--- src/rtl/bp_update_queue.sv ---
// Compacting FIFO feeding committed conditional branches to the predictor, one training beat per cycle.
// Latency: a branch committed in cycle N appears on update_* in N+1; commit_ready low unless a full group fits.
module bp_update_queue #(
  parameter int COMMIT_WIDTH = 2,
  parameter int DEPTH        = 8
) (
  input  logic                                 clk,
  input  logic                                 rst,
  input  logic [COMMIT_WIDTH-1:0]              commit_valid,
  input  logic [COMMIT_WIDTH-1:0]              commit_is_br,
  input  logic [COMMIT_WIDTH-1:0]              commit_taken,
  input  logic [COMMIT_WIDTH-1:0][31:0]        commit_pc,
  output logic                                 commit_ready,
  output logic                                 update_en,
  output logic [31:0]                          update_pc,
  output logic                                 update_taken,
  output logic [$clog2(DEPTH+1)-1:0]           occupancy,
  output logic [31:0]                          br_count
);

  localparam int PW = $clog2(DEPTH);
  localparam int OW = $clog2(DEPTH+1);

  typedef struct packed {
    logic [31:0] pc;
    logic        taken;
  } entry_t;

  entry_t        mem [DEPTH];
  logic [PW-1:0] head;
  logic [PW-1:0] tail;
  logic [COMMIT_WIDTH-1:0] lane_en;
  logic [OW-1:0] lane_off [COMMIT_WIDTH];
  logic [OW-1:0] n_enq;
  entry_t        head_ent;

  // Depends on registered occupancy only, so the ROB sees no combinational path from its own commits.
  assign commit_ready = (OW'(DEPTH) - occupancy) >= OW'(COMMIT_WIDTH);

  // Each accepted lane lands at tail plus the number of accepted lanes below it.
  always_comb begin
    n_enq   = '0;
    lane_en = '0;
    for (int i = 0; i < COMMIT_WIDTH; i++) begin
      lane_en[i]  = commit_valid[i] & commit_is_br[i] & commit_ready;
      lane_off[i] = n_enq;
      if (lane_en[i]) begin
        n_enq = n_enq + OW'(1);
      end
    end
  end

  always_ff @(posedge clk) begin
    for (int i = 0; i < COMMIT_WIDTH; i++) begin
      if (lane_en[i] && !rst) begin
        mem[tail + PW'(lane_off[i])] <= '{pc: commit_pc[i], taken: commit_taken[i]};
      end
    end
  end

  always_ff @(posedge clk) begin
    if (rst) begin
      head      <= '0;
      tail      <= '0;
      occupancy <= '0;
      br_count  <= '0;
    end else begin
      tail      <= tail + PW'(n_enq);
      head      <= head + PW'(update_en);
      occupancy <= occupancy + n_enq - OW'(update_en);
      br_count  <= br_count + 32'(update_en);
    end
  end

  assign head_ent     = mem[head];
  assign update_en    = (occupancy != '0);
  assign update_pc    = update_en ? head_ent.pc : 32'd0;
  assign update_taken = update_en & head_ent.taken;

endmodule

--- config.mk ---
export PLATFORM = sky130hd
export DESIGN_NAME = bp_update_queue
export DESIGN_NICKNAME = d
export VERILOG_FILES = /design/src/rtl/bp_update_queue.sv
export SDC_FILE = /design/constraint.sdc
export NUM_CORES = 1
export LEC_CHECK = 0
export BUFFER_PORTS_ARGS = -buffer_cell sky130_fd_sc_hd__buf_2
export CAP_MARGIN = 15
export CORE_MARGIN = 2
export CORE_UTILIZATION = 60
export DETAILED_ROUTE_END_ITERATION = 7
export GPL_ROUTABILITY_DRIVEN = 0
export GPL_TIMING_DRIVEN = 0
export HOLD_SLACK_MARGIN = 0.03
export MAX_ROUTING_LAYER = met4
export PLACE_DENSITY_LB_ADDON = 0.25
export REMOVE_ABC_BUFFERS = 1
export SKIP_CTS_REPAIR_TIMING = 1
export SYNTH_ARGS = -nofsm -noshare
export SYNTH_HDL_FRONTEND = slang
export SYNTH_SLANG_ARGS = --single-unit
--- constraint.sdc ---
create_clock -name clk -period 11 [get_ports clk]
set_clock_uncertainty 0.1 [all_clocks]
set_input_delay 2.2 -clock clk [delete_from_list [all_inputs] [get_ports clk]]
set_output_delay 2.2 -clock clk [all_outputs]
set_load 0.01 [all_outputs]
==> results of run 1 <==
-- cell type report --
type                            instances  area share, %
Tap cell                              330           2.31
Clock inverter                         17          0.595
Clock buffer                           42           5.29
Antenna cell                            7         0.0980
Multi-Input combinational cell        587           35.8
Sequential cell                       306           49.1
Timing Repair Buffer                  160           6.41
Inverter                               20          0.420
-- where the power goes --
| group | switching [W] | internal, W | leakage [nW] |
|---|---|---|---|
| registers | 0.0000915 | 0.00135 | 2.72 |
| clock network | 0.000452 | 0.000632 | 0.512 |
| logic | 0.000544 | 0.000521 | 2.87 |
| total | 0.00109 | 0.00251 | 6.11 |
-- cells in the final DEF, fill, tap and decap left out, drive strengths merged, types with 20 or more instances in the layout --
cell	netlist	routed
mux2	265	265
mux2i	33	33
clkbuf	17	42
edfxtp	264	264
mux4	66	66
dfxtp	42	42
inv	20	22
a21oi	20	20
buf	45	160
nor2	55	55
-- logic make-up after synthesis --
kind of cell    share of synthesized area (%)
xor+xnor                                0.963
fa+ha+maj                                1.55
compound gates                           1.92
mux                                      31.0
buf+inv                                  2.56
simple gates                             5.25
flops                                    56.7
-- flip-flops by register name, summed over array words and instances, names as in the netlist --
name       count
br_count      32
head           3
mem          264
occupancy      4
tail           3
-- metrics by stage --
step           power [W]  worst slack (ns)  utilization [%]  hold WS [ns]  cells
2_1_floorplan    0.00216              4.98                -         0.402    913
3_5_place_dp     0.00254              4.87             66.5         0.394   1403
6_report         0.00359              5.33             70.8         0.409   1469
5_1_grt          0.00375              5.21             70.8         0.426   1469
3_3_place_gp     0.00253              2.29             64.4         0.371   1385
4_1_cts          0.00362              5.37             70.7         0.402   1462
-- worst max-delay path, delay by kind of cell --
family	cells	cell delay [ns]
simple gates	4	1.56
buf+inv	2	0.33
fa+ha+maj	2	0.48
compound gates	2	1.17
-- synth_stat cells, types with 5 or more instances --
cell / n / area share [%]
o21ai_0: 14 / 0.45
nand4_1: 5 / 0.20
nand4_4: 5 / 0.69
mux2_1: 98 / 7.1
buf_1: 8 / 0.19
mux4_2: 66 / 9.6
mux2_2: 167 / 12
a21oi_1: 20 / 0.65
o31ai_1: 11 / 0.53
ha_1: 16 / 1.3
and3_1: 6 / 0.24
xnor2_1: 10 / 0.57
xor2_1: 7 / 0.40
buf_6: 6 / 0.44
buf_2: 29 / 0.94
nor2b_1: 9 / 0.36
clkbuf_1: 17 / 0.41
edfxtp_1: 264 / 51
nor2_1: 55 / 1.3
dfxtp_1: 42 / 5.4
or4_1: 13 / 0.63
or3_1: 8 / 0.32
nand2_1: 10 / 0.24
inv_1: 20 / 0.49
nand3_1: 10 / 0.32
mux2i_1: 33 / 2.1
-- path summary, 6_finish.rpt --
kind	start	endpoint	slack [ns]	cells past startpoint
hold / removal	br_count[26]$_SDFF_PP0_	br_count[26]$_SDFF_PP0_	0.41	2
setup / recovery	commit_valid[0]	mem[5][20]$_DFFE_PP_	5.33	10
hold reg to reg	br_count[26]$_SDFF_PP0_	br_count[26]$_SDFF_PP0_	0.41	2
setup reg to reg	occupancy[0]$_SDFF_PP0_	mem[5][20]$_DFFE_PP_	6.09	11
-- layer usage --
| metal | routed length (um) | part of all wire, % | up-vias | track usage [%] |
|---|---|---|---|---|
| li1 | - | - | 4161 | - |
| met2 | 17800 | 49 | 342 | 43.7 |
| met1 | 15200 | 42 | 4699 | 38.0 |
| met5 | 0 | 0 | - | - |
| met4 | 750 | 2.1 | 0 | 8.46 |
| met3 | 2420 | 6.7 | 73 | 5.05 |
==> impl_metrics.tcl, run 1 <==
set metrics [dict create \
    status "finished clean" \
    place_area_mm2 0.0168 \
    synth-seq-cells 306 \
    synth-edff-count 264 \
    path_max_fanout 34 \
    crit_required_ns 11.11 \
    path_cells "buf_2 -> nand2_1 -> a41oi_1 -> ha_1 -> ha_1 -> or3b_2 -> nor2_1 -> nand4_4 -> o21ai_4 -> buf_16" \
    finalCritPeriodShare_pct 51.5 \
    p_leak_nw 6.11 \
    drv_cap 0 \
    startpoint_type "input pin" \
    multi_input_area_mm2 0.00639 \
    grt_usage_pct 28.0 \
    clock.fmax_ghz 0.177 \
    grt_setup_unrepaired "false" \
    wl_um 36200 \
    synth.distinct_cells 45 \
    drtPass1Iterations 5 \
    peakVddDrop_uv 200 \
    seqCellArea_mm2 0.00878 \
    netlist_area_mm2 0.0155 \
    synth-seq-area-share_pct 56.7 \
    antenna_found_initial 7 \
    syn2layout_area_growth_pct 15.6 \
    yosysWarnings 0 \
    viasPerCell 6.31 \
    nFillCells 1613 \
    cts_buffer_depth 3 \
    hold_viol 0 \
    cts_buffers 34 \
    clock_sinks 306 \
    critPathSlowestCell "nand4_4" \
    gr-total-overflow 0 \
    crit_arrival_ns 5.77 \
    grt_max_degree 51 \
    clk_latency_ns 0.51 \
    cp_slowest_stage_delay_ns 0.80 \
    drc 0 \
    grt_pass1_vias 9285 \
    vias 9275 \
    async_reset_ff_share_pct 0 \
    die_area_mm2 0.0271 \
    pin_count 143 \
    ant_nets 0 \
    ys.flop_type "edfxtp_1" \
    worst-setup-path-type "input pin to register" \
    fin_area_mm2 0.0179 \
    path_common_cell "ha_1" \
    routedWlPerCell_um 24.6 \
    cts_tree "done" \
    grt_first_pass_wirelength_um 54600 \
    finalNetCount 1199 \
    drt-initial-drc-count 920 \
    finalSetupViolCount 0 \
    slew-limit-headroom_pct 31.4 \
    design.core.area_mm2 0.0253 \
    start_util_pct 61.2 \
    syn_inst 975 \
    fin_tns_setup_ns 0 \
    min_period_ns 5.67 \
    drive_above_1_share_pct 40.8 \
    die_w_um 165 \
    slew_viol_final 0 \
    crit_path_end_kind "register" \
    io_buffer_count 142 \
    die_height_um 165 \
    worst-slew-pin-transition_ns 1.03 \
    p_per_area_mw_per_mm2 201 \
    clockRootBuffer "clkbuf_16" \
    rows 58 \
    hpwlAfterDp_um 21100 \
    clk_pin_slew_ns 0.06 \
    htree_num_levels 2 \
    hold_path_class "register to register" \
    syn_area_per_cell_um2 15.9 \
]
Note: power is estimated with default switching activity, not from simulation.
==> run 2: changes to the inputs <==
Settings changed: ABC_AREA set to 1, CORE_UTILIZATION 60 to 55.
Clock period 11 ns to 4.6 ns, I/O delays scaled along.
==> impl_metrics.tcl, run 2 <==
set metrics [dict create \
    layout_commonest_cell "nand2_1" \
    rows 63 \
    ant_nets 0 \
    min_to "br_count[31]$_SDFF_PP0_" \
    yosysTopAreaCell "edfxtp_1" \
    grt_max_degree 89 \
    clockRootBuffer "clkbuf_16" \
    gr-total-overflow 0 \
    clock.fmax_ghz 0.218 \
    slew_viol_final 0 \
    path_max_fanout 21 \
    drtPass1Iterations 6 \
    rrSetupSlack_ns 0.02 \
    syn2layout_area_growth_pct 14.3 \
    min_from "br_count[31]$_SDFF_PP0_" \
    hold_path_class "register to register" \
    synth_top_area_share_pct 48.0 \
    synth-seq-cells 306 \
    viasPerCell 5.72 \
    grt_first_pass_wirelength_um 73600 \
    fin_tns_setup_ns 0 \
    min_period_ns 4.58 \
    cts_buffer_depth 3 \
    synth-seq-area-share_pct 53.1 \
    r2r_cells 18 \
    cts_buffers 34 \
    ys_top_cells_by_count "nand2_1, nor2_1, edfxtp_1, o21ai_0, buf_2" \
    htree_num_levels 2 \
    vias 14778 \
    startpoint_type "register" \
    syn_inst 2127 \
    status "finished clean" \
    grt_usage_pct 31.1 \
    ys.flop_type "edfxtp_1" \
    io_buffer_count 142 \
    drive_above_1_share_pct 12.5 \
    final_util_pct 63.7 \
    async_reset_ff_share_pct 0 \
    cts_tree "done" \
    path_cells "inv_1 -> ha_1 -> or2_0 -> nor2_1 -> nand3_4 -> nand2_1 -> inv_1 -> ha_1 -> ha_1 -> inv_1 -> nand2_1 -> nand2_2 -> nand2_2 -> nor2_2 -> nand4_4 -> buf_16 -> o21ai_4 -> buf_16" \
    finalCritPeriodShare_pct 99.5 \
    die_w_um 177 \
    finalNetCount 2257 \
    report.power.total_w 0.00933 \
    design.core.area_mm2 0.0296 \
    clk_pin_slew_ns 0.06 \
    crit_buf_inv 5 \
    yosys-top-cells-area "edfxtp_1, nand2_1, nor2_1" \
    pin_count 143 \
    start_util_pct 55.7 \
    worst-setup-path-type "register to register" \
    slew-limit-headroom_pct 20.1 \
    finalSetupViolCount 0 \
    peakVddDrop_uv 507 \
    drv_cap 0 \
    routedWlPerCell_um 18.8 \
    die_height_um 177 \
    syn_area_per_cell_um2 7.76 \
    hpwlAfterDp_um 28700 \
    nFillCells 2326 \
    critPathSlowestCell "nand4_4" \
    synth.distinct_cells 30 \
    crit_arrival_ns 4.69 \
    worst-slew-pin-transition_ns 1.20 \
    crit_path_end_kind "register" \
    critPathTopFamily "simple AND/OR/NAND/NOR gates" \
    p_per_area_mw_per_mm2 495 \
    hold_path_depth 2 \
    netlist_area_mm2 0.0165 \
    p_leak_nw 7.86 \
    antenna_found_initial 4 \
    wl_um 48600 \
    drc 0 \
    mostFrequentLayoutCells "nand2_1, nor2_1, edfxtp_1, o21ai_0, buf_2" \
    synth-edff-count 264 \
    reg2reg_to "mem[2][12]$_DFFE_PP_" \
    hold_viol 0 \
    crit_required_ns 4.72 \
    die_area_mm2 0.0314 \
    yosysWarnings 0 \
    grt_setup_unrepaired "true" \
    synthMostInstantiatedCell "nand2_1" \
    multi_input_area_mm2 0.00691 \
    clk_latency_ns 0.52 \
    grt_pass1_vias 14040 \
    drt-initial-drc-count 1837 \
    largest_register_ffs 264 \
    clock_sinks 306 \
    r2r_start "occupancy[1]$_SDFF_PP0_" \
    cp_slowest_stage_delay_ns 0.46 \
    seqCellArea_mm2 0.00878 \
]
[run 2: changes by cell type in the layout (fill, tap and decap cells not counted), sizes merged, moves of 8 or more]
cell,previous run,this run
inv,22,65
mux4,66,0
nor2,55,348
o31ai,12,0
nand3,12,30
nor2b,9,0
mux2i,33,0
or4,14,0
mux2,265,0
o21ai,14,246
nand2,10,887
or3,8,0
buf,160,177
[run 2: worst max-delay path by stage]
stage	start	endpoint	slack, ns	cells past startpoint
global placement	head[0]$_SDFF_PP0_	update_pc[23]	-6.46	6
global route	occupancy[0]$_SDFF_PP0_	mem[2][12]$_DFFE_PP_	-0.11	18
detailed placement	occupancy[0]$_SDFF_PP0_	mem[7][10]$_DFFE_PP_	-0.44	14
finish	occupancy[1]$_SDFF_PP0_	mem[2][12]$_DFFE_PP_	0.02	18
floorplan	head[0]$_SDFF_PP0_	update_pc[30]	-1.38	5
CTS	occupancy[0]$_SDFF_PP0_	mem[7][10]$_DFFE_PP_	-0.44	14
[run 2: power by group]
group | switching (W) | internal [W]
Sequential | 0.000236 | 0.00326
Clock | 0.00110 | 0.00139
Combinational | 0.00221 | 0.00114
Total | 0.00354 | 0.00579
[run 2: stage by stage]
stage	cells	worst slack, ns	hold slack [ns]	instance area, um2
2_1_floorplan	1952	-1.38	0.384	15700
3_3_place_gp	2484	-6.46	0.356	16900
3_5_place_dp	2513	-0.443	0.386	17700
4_1_cts	2569	-0.442	0.396	18700
5_1_grt	2581	-0.112	0.424	18900
6_report	2582	0.0222	0.388	18900
[run 2: layout make-up]
cell class                 instances  area share, %
antenna                            5         0.0663
clock buffer                      44           4.82
clock inverter                    12          0.398
inverter                          65           1.31
multi-input combinational       1583           36.6
sequential                       306           46.5
tap                              390           2.59
timing repair buffer             177           7.65
[run 2: worst reg2reg max path, delay by kind of cell (launching register included)]
kind                     cells  cell delay (ns)
AO/OA/AOI/OAI                1             0.34
adder cells (fa/ha/maj)      3             0.63
AND/OR/NAND/NOR              9             1.91
buffers and inverters        5             0.87
flip-flops                   1             0.41
[run 2: routing by layer]
metal | track usage, % | up-vias | wire length, um
li1 | - | 6903 | -
met5 | - | - | 0
met3 | 4.73 | 151 | 5420
met1 | 40.7 | 6806 | 18800
met2 | 49.2 | 918 | 22600
met4 | 12.2 | 0 | 1760
[run 2: logic make-up (layout without fill, tap and decap cells)]
logic type	after synthesis	count (layout)	share of synthesized area, %
other	0	5	0
AO/OA/AOI/OAI	268	269	8.15
flip-flops	306	306	53.1
XOR/XNOR	10	10	0.530
buffers and inverters	240	298	6.35
adder cells (fa/ha/maj)	18	18	1.45
AND/OR/NAND/NOR	1285	1286	30.4
==> run 3: changes to the inputs <==
Settings changed: CORE_UTILIZATION 55 to 56, CTS_BUF_LIST set to sky130_fd_sc_hd__clkbuf_4 sky130_fd_sc_hd__clkbuf_8.
==> impl_metrics.tcl, run 3 (same netlist as run 2, synthesis figures left out) <==
set metrics [dict create \
    status "finished clean" \
    crit_buf_inv 3 \
    viasPerCell 5.86 \
    comb_power_share_pct 37.5 \
    drive_above_1_share_pct 14.7 \
    hold_path_depth 2 \
    clk_pin_slew_ns 0.06 \
    finalNetCount 2289 \
    htree_num_levels 2 \
    cp.depth 15 \
    syn2layout_area_growth_pct 15.3 \
    peakVddDrop_uv 691 \
    dp.cells 2506 \
    die_w_um 176 \
    design.core.area_mm2 0.0289 \
    worst-slew-pin-transition_ns 1.17 \
    routedWlPerCell_um 19.8 \
    path_cells "inv_1 -> ha_1 -> or2_0 -> nor2_2 -> nand3_4 -> nand2_1 -> inv_1 -> ha_1 -> ha_1 -> inv_1 -> nand2_2 -> nor2_2 -> nand4_2 -> nand2_1 -> nand2_1" \
    finalSetupViolCount 0 \
    largest_register_ffs 264 \
    finalCritPeriodShare_pct 98.0 \
    wl_um 52000 \
    drtPass1Iterations 7 \
    mostFrequentLayoutCells "nand2_1, nor2_1, edfxtp_1, o21ai_0, buf_2" \
    fin_cells 2622 \
    die_area_mm2 0.0309 \
    p_seq_share_pct 37.1 \
    startpoint_type "register" \
    slew-limit-headroom_pct 21.8 \
    r2r_cells 15 \
    slew_viol_final 0 \
    cp_slowest_stage_delay_ns 0.87 \
    critPathSlowestCell "nand4_2" \
    worst-setup-path-type "register to register" \
    p_int_w 0.00572 \
    ant_nets 0 \
    p_clk_share_pct 25.4 \
    clock_sinks 306 \
    report.power.total_w 0.00939 \
    cts_buffer_depth 3 \
    clk_latency_ns 0.59 \
    switching_share_pct 39.1 \
    clock.fmax_ghz 0.222 \
    crit_path_end_kind "register" \
    rows 62 \
    antenna_found_initial 5 \
    cts_tree "done" \
    drt-initial-drc-count 2220 \
    layout_commonest_cell "nand2_1" \
    path_max_fanout 17 \
    hold_path_class "register to register" \
    hold_viol 0 \
    place_area_mm2 0.0177 \
    start_util_pct 57.2 \
    p_leak_nw 8.00 \
    grt_first_pass_wirelength_um 75600 \
    vias 15365 \
    grt_pass1_vias 14457 \
    power_switching_w 0.00367 \
    drv_cap 0 \
    fin_area_mm2 0.0190 \
    clockRootBuffer "clkbuf_8" \
    pin_count 143 \
    cts_buffers 51 \
    io_buffer_count 142 \
    hold_ws_ns 0.373 \
    hpwlAfterDp_um 28900 \
    grt_usage_pct 32.5 \
    p_per_area_mw_per_mm2 493 \
    die_height_um 176 \
    gr-total-overflow 0 \
    grt_max_degree 86 \
    crit_required_ns 4.82 \
    critPathTopFamily "simple AND/OR/NAND/NOR gates" \
    drc 0 \
    crit_arrival_ns 4.73 \
    final_util_pct 66.0 \
    min_period_ns 4.51 \
]
## run 3: changes by cell type in the layout (fill, tap and decap cells not counted), moves of 9 or more
cell and change:
clkbuf_16 -35, buf_4 +11, clkbuf_8 +54, clkbuf_1 -9, clkbuf_4 +19
## run 3: layout make-up
class,instances,area (um2)
Fill cell,2310,9820
Timing Repair Buffer,191,1600
Antenna cell,5,12.5
Inverter,65,246
Tap cell,384,480
Clock buffer,73,886
Clock inverter,14,90.1
Sequential cell,306,8780
Multi-Input combinational cell,1584,6940
## run 3: worst register-to-register path, delay by kind of cell, from the launching register on
kind                       cells  cell delay, ns
and+or+nand+nor                9            2.60
adders and majority gates      3            0.82
DFF                            1            0.40
buffers and inverters          3            0.33
## run 3: power by group through the flow
stage / combinational [W] / sequential (W) / clock (W)
2_1_floorplan: 0.00188 / 0.00357 / 0
3_3_place_gp: 0.00287 / 0.00376 / 0
4_1_cts: 0.00331 / 0.00347 / 0.00238
3_5_place_dp: 0.00329 / 0.00353 / 0
5_1_grt: 0.00390 / 0.00350 / 0.00250
6_report: 0.00352 / 0.00348 / 0.00239
## run 3: path summary, 6_finish.rpt
| path | startpoint | to | slack, ns |
|---|---|---|---|
| setup reg to reg | occupancy[0]$_SDFF_PP0_ | mem[1][29]$_DFFE_PP_ | 0.09 |
| hold / removal | br_count[31]$_SDFF_PP0_ | br_count[31]$_SDFF_PP0_ | 0.37 |
| setup / recovery | occupancy[0]$_SDFF_PP0_ | mem[1][29]$_DFFE_PP_ | 0.09 |
| hold reg to reg | br_count[31]$_SDFF_PP0_ | br_count[31]$_SDFF_PP0_ | 0.37 |
## run 3: routing by layer
| layer | track usage [%] | vias to the layer above | routed length (um) |
|---|---|---|---|
| met3 | 6.34 | 209 | 6870 |
| li1 | - | 6961 | - |
| met2 | 51.0 | 1079 | 24000 |
| met1 | 41.8 | 7116 | 19100 |
| met4 | 13.0 | 0 | 1990 |
| met5 | - | - | 0 |
## run 3: stage by stage
| step | TNS (ns) | setup slack [ns] |
|---|---|---|
| after floorplan | -125.20 | -1.38 |
| after global placement | -959.36 | -6.36 |
| after detailed placement | -48.63 | -0.471 |
| after CTS | -58.73 | -0.528 |
| after global routing | -0.431 | -0.0283 |
| final | 0 | 0.0913 |
